[src/rtl/mac_sched_pkg.sv]
// Shared definitions for the MAC array scheduler.
//   state_e    : scheduler FSM states
//   MODE_*     : encodings presented on the mode output
//   mode_of()  : maps a one-hot owner to its mode encoding
package mac_sched_pkg;

  typedef enum logic [2:0] {
    ST_IDLE   = 3'd0,
    ST_LOAD   = 3'd1,
    ST_STREAM = 3'd2,
    ST_DRAIN  = 3'd3,
    ST_DONE   = 3'd4
  } state_e;

  localparam logic [2:0] MODE_IDLE  = 3'd0;
  localparam logic [2:0] MODE_PIPE  = 3'd1;
  localparam logic [2:0] MODE_LAYER = 3'd2;

  // Requester 0 is the pipeline client, requester 1 the layering client.
  function automatic logic [2:0] mode_of(input logic [1:0] owner);
    if (owner[1]) return MODE_LAYER;
    if (owner[0]) return MODE_PIPE;
    return MODE_IDLE;
  endfunction

endpackage

[src/rtl/mac_sched_ctrl_if.sv]
// Request/response bundle between the job requesters and the MAC scheduler.
//   req[1:0]            job request level (bit 0 pipeline, bit 1 layering)
//   len_0 / len_1       activation beat counts per requester
//   abort               terminate the running job
//   gnt, done, busy     ownership, completion pulse, activity
//   mode                0 idle, 1 pipeline, 2 layering
//   load_weights, clear, a_rd_en, valid_ctrl   MAC array controls
// slave  : scheduler side, master : requester side.
interface mac_sched_ctrl_if #(
  parameter int N_MACS = 4,
  parameter int VC_W   = 12,
  parameter int CNT_W  = 8
);
  logic [1:0]        req;
  logic [CNT_W-1:0]  len_0;
  logic [CNT_W-1:0]  len_1;
  logic              abort;
  logic [1:0]        gnt;
  logic [1:0]        done;
  logic              busy;
  logic [2:0]        mode;
  logic              load_weights;
  logic [N_MACS-1:0] clear;
  logic              a_rd_en;
  logic [VC_W-1:0]   valid_ctrl;

  modport master (
    output req, len_0, len_1, abort,
    input  gnt, done, busy, mode, load_weights, clear, a_rd_en, valid_ctrl
  );

  modport slave (
    input  req, len_0, len_1, abort,
    output gnt, done, busy, mode, load_weights, clear, a_rd_en, valid_ctrl
  );
endinterface

[src/rtl/rr_arbiter.sv]
// Two-way round-robin grant.
//   req[1:0] : request vector
//   ptr      : index of the requester granted last
//   gnt[1:0] : one-hot grant (all zero when nothing requests)
module rr_arbiter (
  input  logic [1:0] req,
  input  logic       ptr,
  output logic [1:0] gnt
);

  genvar gi;
  generate
    for (gi = 0; gi < 2; gi++) begin : g_gnt
      // A requester wins when it asks alone, or on a tie when it did not win last.
      assign gnt[gi] = req[gi] && (!req[1-gi] || (ptr != 1'(gi)));
    end
  endgenerate

endmodule

[src/rtl/mac_sched_ctrl.sv]
// Job scheduler for a column of MAC units.
// One job at a time: grant -> LOAD (weights, clear) -> STREAM (len beats of
// activation fetch) -> DRAIN (flush the valid wavefront) -> DONE (pulse).
// Ports:
//   clk  : rising-edge clock
//   rst  : synchronous, active-low reset
//   bus  : mac_sched_ctrl_if.slave request/response bundle
// All outputs come straight from flops; each is computed from the next state.
module mac_sched_ctrl
  import mac_sched_pkg::*;
#(
  parameter int N_MACS = 4,
  parameter int VC_W   = 12,
  parameter int CNT_W  = 8
) (
  input  logic             clk,
  input  logic             rst,
  mac_sched_ctrl_if.slave  bus
);

  localparam int DR_W = (VC_W > 2) ? $clog2(VC_W) : 1;

  state_e            state_q, state_d;
  logic              ptr_q, ptr_d;
  logic [CNT_W-1:0]  cnt_q, cnt_d;
  logic [DR_W-1:0]   drn_q, drn_d;
  logic [1:0]        gnt_q, gnt_d;
  logic [1:0]        done_q, done_d;
  logic              busy_q, busy_d;
  logic [2:0]        mode_q, mode_d;
  logic              lw_q, lw_d;
  logic [N_MACS-1:0] clear_q, clear_d;
  logic              rd_q, rd_d;
  logic [VC_W-1:0]   vc_q, vc_d;

  logic [1:0]        arb_gnt;
  logic              aborting;
  logic              clear_all;

  rr_arbiter u_arb (
    .req (bus.req),
    .ptr (ptr_q),
    .gnt (arb_gnt)
  );

  // Next-state and next-output logic.
  always_comb begin
    state_d   = state_q;
    ptr_d     = ptr_q;
    cnt_d     = cnt_q;
    drn_d     = drn_q;
    gnt_d     = gnt_q;
    mode_d    = mode_q;
    clear_all = 1'b0;
    aborting  = (state_q != ST_IDLE) && bus.abort;

    if (aborting) begin
      // Drop the job immediately and wipe the accumulators; the pointer
      // already moved at grant time so the other requester wins the next tie.
      state_d   = ST_IDLE;
      gnt_d     = 2'b00;
      mode_d    = MODE_IDLE;
      clear_all = 1'b1;
    end else begin
      unique case (state_q)
        ST_IDLE: begin
          if (bus.req != 2'b00) begin
            state_d = ST_LOAD;
            gnt_d   = arb_gnt;
            mode_d  = mode_of(arb_gnt);
            ptr_d   = arb_gnt[1];
            cnt_d   = arb_gnt[1] ? bus.len_1 : bus.len_0;
          end
        end
        ST_LOAD: begin
          state_d = (cnt_q != '0) ? ST_STREAM : ST_DONE;
        end
        ST_STREAM: begin
          // cnt_q holds the beats still to go, including this one.
          cnt_d = cnt_q - CNT_W'(1);
          if (cnt_q == CNT_W'(1)) begin
            state_d = ST_DRAIN;
            drn_d   = DR_W'(VC_W - 1);
          end
        end
        ST_DRAIN: begin
          drn_d = drn_q - DR_W'(1);
          if (drn_q == DR_W'(1)) begin
            state_d = ST_DONE;
          end
        end
        ST_DONE: begin
          state_d = ST_IDLE;
          gnt_d   = 2'b00;
          mode_d  = MODE_IDLE;
        end
        default: begin
          state_d = ST_IDLE;
          gnt_d   = 2'b00;
          mode_d  = MODE_IDLE;
        end
      endcase
    end

    if (state_d == ST_LOAD) begin
      clear_all = 1'b1;
    end

    busy_d = (state_d != ST_IDLE);
    lw_d   = (state_d == ST_LOAD);
    rd_d   = (state_d == ST_STREAM);
    done_d = (state_d == ST_DONE) ? gnt_q : 2'b00;

    // The wavefront injects a one for every STREAM cycle; it is empty by
    // construction in DONE, and forced empty in IDLE so an abort flushes it.
    if (state_d == ST_IDLE || state_d == ST_DONE) begin
      vc_d = '0;
    end else begin
      vc_d = {vc_q[VC_W-2:0], (state_d == ST_STREAM)};
    end
  end

  genvar gi;
  generate
    for (gi = 0; gi < N_MACS; gi++) begin : g_clear
      assign clear_d[gi] = clear_all;
    end
  endgenerate

  always_ff @(posedge clk) begin
    if (!rst) begin
      state_q <= ST_IDLE;
      ptr_q   <= 1'b1;
      cnt_q   <= '0;
      drn_q   <= '0;
      gnt_q   <= 2'b00;
      done_q  <= 2'b00;
      busy_q  <= 1'b0;
      mode_q  <= MODE_IDLE;
      lw_q    <= 1'b0;
      clear_q <= '0;
      rd_q    <= 1'b0;
      vc_q    <= '0;
    end else begin
      state_q <= state_d;
      ptr_q   <= ptr_d;
      cnt_q   <= cnt_d;
      drn_q   <= drn_d;
      gnt_q   <= gnt_d;
      done_q  <= done_d;
      busy_q  <= busy_d;
      mode_q  <= mode_d;
      lw_q    <= lw_d;
      clear_q <= clear_d;
      rd_q    <= rd_d;
      vc_q    <= vc_d;
    end
  end

  assign bus.gnt          = gnt_q;
  assign bus.done         = done_q;
  assign bus.busy         = busy_q;
  assign bus.mode         = mode_q;
  assign bus.load_weights = lw_q;
  assign bus.clear        = clear_q;
  assign bus.a_rd_en      = rd_q;
  assign bus.valid_ctrl   = vc_q;

endmodule

[src/flat_wrapper.sv]
// flat-port wrapper written by rule: the top's interface ports become plain ports
module mac_sched_ctrl_flat import mac_sched_pkg::*;
#(
  parameter int N_MACS = 4,
  parameter int VC_W   = 12,
  parameter int CNT_W  = 8
)
  (clk, rst, bus_req, bus_len_0, bus_len_1, bus_abort, bus_gnt, bus_done, bus_busy, bus_mode, bus_load_weights, bus_clear, bus_a_rd_en, bus_valid_ctrl);
  mac_sched_ctrl_if #(.N_MACS(N_MACS), .VC_W(VC_W), .CNT_W(CNT_W)) bus_i ();
  input  logic clk;
  input  logic rst;
  input wire logic [$bits(bus_i.req)-1:0] bus_req;
  input wire logic [$bits(bus_i.len_0)-1:0] bus_len_0;
  input wire logic [$bits(bus_i.len_1)-1:0] bus_len_1;
  input wire logic [$bits(bus_i.abort)-1:0] bus_abort;
  output wire logic [$bits(bus_i.gnt)-1:0] bus_gnt;
  output wire logic [$bits(bus_i.done)-1:0] bus_done;
  output wire logic [$bits(bus_i.busy)-1:0] bus_busy;
  output wire logic [$bits(bus_i.mode)-1:0] bus_mode;
  output wire logic [$bits(bus_i.load_weights)-1:0] bus_load_weights;
  output wire logic [$bits(bus_i.clear)-1:0] bus_clear;
  output wire logic [$bits(bus_i.a_rd_en)-1:0] bus_a_rd_en;
  output wire logic [$bits(bus_i.valid_ctrl)-1:0] bus_valid_ctrl;
  assign bus_i.req = bus_req;
  assign bus_i.len_0 = bus_len_0;
  assign bus_i.len_1 = bus_len_1;
  assign bus_i.abort = bus_abort;
  assign bus_gnt = bus_i.gnt;
  assign bus_done = bus_i.done;
  assign bus_busy = bus_i.busy;
  assign bus_mode = bus_i.mode;
  assign bus_load_weights = bus_i.load_weights;
  assign bus_clear = bus_i.clear;
  assign bus_a_rd_en = bus_i.a_rd_en;
  assign bus_valid_ctrl = bus_i.valid_ctrl;
  mac_sched_ctrl #(.N_MACS(N_MACS), .VC_W(VC_W), .CNT_W(CNT_W)) u_core (.clk(clk), .rst(rst), .bus(bus_i));
endmodule
[config.mk]
export PLATFORM = sky130hd
export DESIGN_NAME = mac_sched_ctrl_flat
export DESIGN_NICKNAME = d
export VERILOG_FILES = /design/src/rtl/mac_sched_pkg.sv /design/src/rtl/mac_sched_ctrl_if.sv /design/src/rtl/rr_arbiter.sv /design/src/rtl/mac_sched_ctrl.sv /design/src/flat_wrapper.sv
export SDC_FILE = /design/constraint.sdc
export NUM_CORES = 1
export LEC_CHECK = 0
export ABC_AREA = 1
export CAP_MARGIN = 10
export CORE_ASPECT_RATIO = 1.4
export CORE_MARGIN = 10
export CORE_UTILIZATION = 46
export CTS_BUF_LIST = sky130_fd_sc_hd__clkbuf_4
export DETAILED_ROUTE_END_ITERATION = 8
export PLACE_DENSITY = 0.78
export SYNTH_ARGS = -nofsm -noshare
export SYNTH_HDL_FRONTEND = slang
export SYNTH_SLANG_ARGS = --single-unit
[constraint.sdc]
create_clock -name clk -period 1.3 [get_ports clk]
set_input_delay 0.26 -clock clk [delete_from_list [all_inputs] [get_ports clk]]
set_output_delay 0.26 -clock clk [all_outputs]
set_load 0.01 [all_outputs]
==> impl_metrics.ini <==
[final_layout]
design_area_um2 = 3030
multi_input_area_um2 = 1160
drive_gt1_share_pct = 37.0
nNetsFinal = 368
syn2layout_area_growth_pct = 61.2
num-fill-cells = 291
final_cell_mix = nand2_1 (40), buf_4 (34), inv_1 (30), dfxtp_1 (27), nor2_1 (21)
diodes = 0
fin_util_pct = 76.6
final-seq-area_um2 = 763
final_cells = 386
final_common_cell = nand2_1

[worst_setup_path]
cp.buffers_inverters = 2
critical_path.endpoint_type = register
critPathMaxStageDelay_ns = 0.37
setup.worst_path.end = u_core.bus.valid_ctrl[4]$_SDFF_PP0_
cp-start-kind = register
path_depth = 8
rr_startpoint = u_core.cnt_q[6]$_SDFFE_PN0P_
cp-startpoint = u_core.cnt_q[6]$_SDFFE_PN0P_
crit_required_ns = 1.61
slowest_stage = dfxtp_1
rr_endpoint = u_core.bus.valid_ctrl[4]$_SDFF_PP0_
path_max_fanout = 6
cp_cell_sequence = nor2_2 > nand2_1 > inv_1 > nand3_2 > nand2_2 > nand3_4 > clkbuf_16 > a21oi_2
cp.arrival_ns = 1.74
reg2regPathDepth = 8
reg2reg_setup_slack_ns = -0.13
path_class = reg2reg
cp_top_family = simple AND/OR/NAND/NOR gates

[place]
pre_cts_ws_ns = -0.333
port_buffers = 45
dp_hpwl_mm = 3.69
gp_congestion = 0.892
dp_cells = 372
placed_area_um2 = 2600

[pwr]
powerDensity_nw_per_um2 = 1930
power.total_mw = 5.84
p_leak_nw = 1.35
ir_drop_mv = 1.33

[outcome]
violations = setup timing
outcome = finished, violations left

[clock_tree]
cts_buffers = 5
postCtsHoldBufs = 0
h-tree-depth = 2
root_buffer = clkbuf_4
cts_tree = done
insertion_delay_ns = 0.37
cts_sinks = 37
clk_pin_slew_ns = 0.13
clk_path_buf_depth = 2

[sta]
setup_violations = 23
report.final.slew_viol_count = 0
rsz0062_at_grt = yes
min_period_over_period_pct = 110
finalWorstSetupSlack_ns = -0.129
period_needed_ns = 1.43
max_freq_ghz = 0.700
finalHoldViolCount = 0
finClkSkew_ns = 0.0136

[synth]
syn_inst = 257
synthDistinctLibCells = 30
synth-seq-cells = 37
syn_area_per_cell_um2 = 7.31
synth_flop_cell = dfxtp_1
yosysWarnings = 0
synth-edff-count = 0
yosysSeqAreaShare_pct = 39.4
syn_nets = 283
syn_area_um2 = 1880
synthArstFlopShare_pct = 0

[detailed_routing]
drt_iter0_markers = 159
avgRoutedWirePerCell_um = 14.8
drtPass1Iterations = 6
postRouteAntennaNets = 0
vias_per_cell = 5.23
wirelength_mm = 5.69
via_count = 2017
drc = 0

[global_route]
grt_max_degree = 14
antenna_found_initial = 0
grt_pass1_wl_mm = 7.93
grt_usage_pct = 13.9
grt_pass1_vias = 1909
grt-ovfl-total = 0

[floorplan]
ios = 47
rows = 27
die_y_um = 95.6
dieArea_um2 = 7070
core_area_um2 = 3950
die_w_um = 74
start_util_pct = 47.5

[hold_path]
worstHoldPathType = reg2reg
hp-start = u_core.bus.valid_ctrl[7]$_SDFF_PP0_

[run]
max-cap-violations = 0
-- synthesized netlist by cell type, types with 3 or more instances --
| library cell | instances | share of area [%] |
|---|---|---|
| a21oi_1 | 20 | 5.3 |
| nand3_1 | 18 | 4.8 |
| inv_1 | 37 | 7.4 |
| ha_1 | 5 | 3.3 |
| buf_4 | 6 | 2.4 |
| dfxtp_1 | 37 | 39 |
| nor2_1 | 29 | 5.8 |
| o21ai_0 | 12 | 3.2 |
| a21oi_2 | 8 | 3.7 |
| nand2_1 | 49 | 9.8 |
| nand3_2 | 3 | 1.6 |
| o211ai_1 | 3 | 1.2 |
| nand4_1 | 3 | 1.0 |
| nand2_2 | 3 | 1.0 |
| nor2_4 | 3 | 1.8 |
-- kinds of logic (layout without fill, tap and decap cells) --
family,count (synthesis),in the layout,synth area share (%)
compound gates,48,48,15.3
xor+xnor,2,2,0.933
fa+ha+maj,5,5,3.33
buf+inv,48,133,11.6
flops,37,37,39.4
other cells,1,1,0.200
simple gates,116,117,29.2
-- worst min-delay path, stage by stage, from the launching register on --
cell	delay, ns
dfxtp_1	0.33
inv_1	0.06
a21oi_2	0.03
-- repair_timing --
| item | 4_1_cts | 5_1_grt |
|---|---|---|
| hold endpoints to repair | 0 | 0 |
| setup buffers | 1 | 3 |
| pin swaps | 2 | 21 |
| gates resized for setup | 49 | 69 |
| cloned | 1 | 1 |
| setup endpoints to repair | 51 | 42 |
-- stage by stage --
step	hold slack (ns)	TNS, ns
detailed placement	0.419	-7.95
global route	0.454	-4.02
CTS	0.434	-0.448
global placement	0.419	-6.94
floorplan	0.402	0
finish	0.433	-1.56
-- flip-flops by register name, indices dropped and copies added (netlist names), 2 cells and up --
name,count
u_core.bus.valid_ctrl,12
u_core.state_q,3
u_core.cnt_q,8
u_core.bus.mode,2
u_core.bus.done,2
u_core.drn_q,4
-- power by group --
group	internal (mW)	switching, mW
Clock	0.605	0.429
Combinational	1.43	1.77
Sequential	1.38	0.218
-- how the worst min path moves through the flow --
stage	endpoint	cells past startpoint
floorplan	u_core.cnt_q[0]$_SDFFE_PN0P_	2
CTS	u_core.bus.valid_ctrl[8]$_SDFF_PP0_	2
global placement	u_core.bus.valid_ctrl[7]$_SDFF_PP0_	2
detailed placement	u_core.bus.valid_ctrl[5]$_SDFF_PP0_	2
global route	u_core.bus.valid_ctrl[8]$_SDFF_PP0_	2
finish	u_core.bus.valid_ctrl[8]$_SDFF_PP0_	2
-- cell type report --
class / instances / area share [%]
clock buffers: 5 / 1.24
clock inverters: 3 / 2.27
inverters: 38 / 5.04
multi-input cells: 173 / 38.4
flip-flops and latches: 37 / 25.2
well taps: 43 / 1.78
repair buffers: 87 / 26.1
-- routing by layer --
metal	GRT usage [%]	part of all wire, %	up-vias
met5	0	0	-
met1	13.5	36	917
met4	7.17	3.4	0
li1	-	-	995
met3	4.99	7.9	20
met2	25.0	53	85
(Power assumes the default switching activity.)
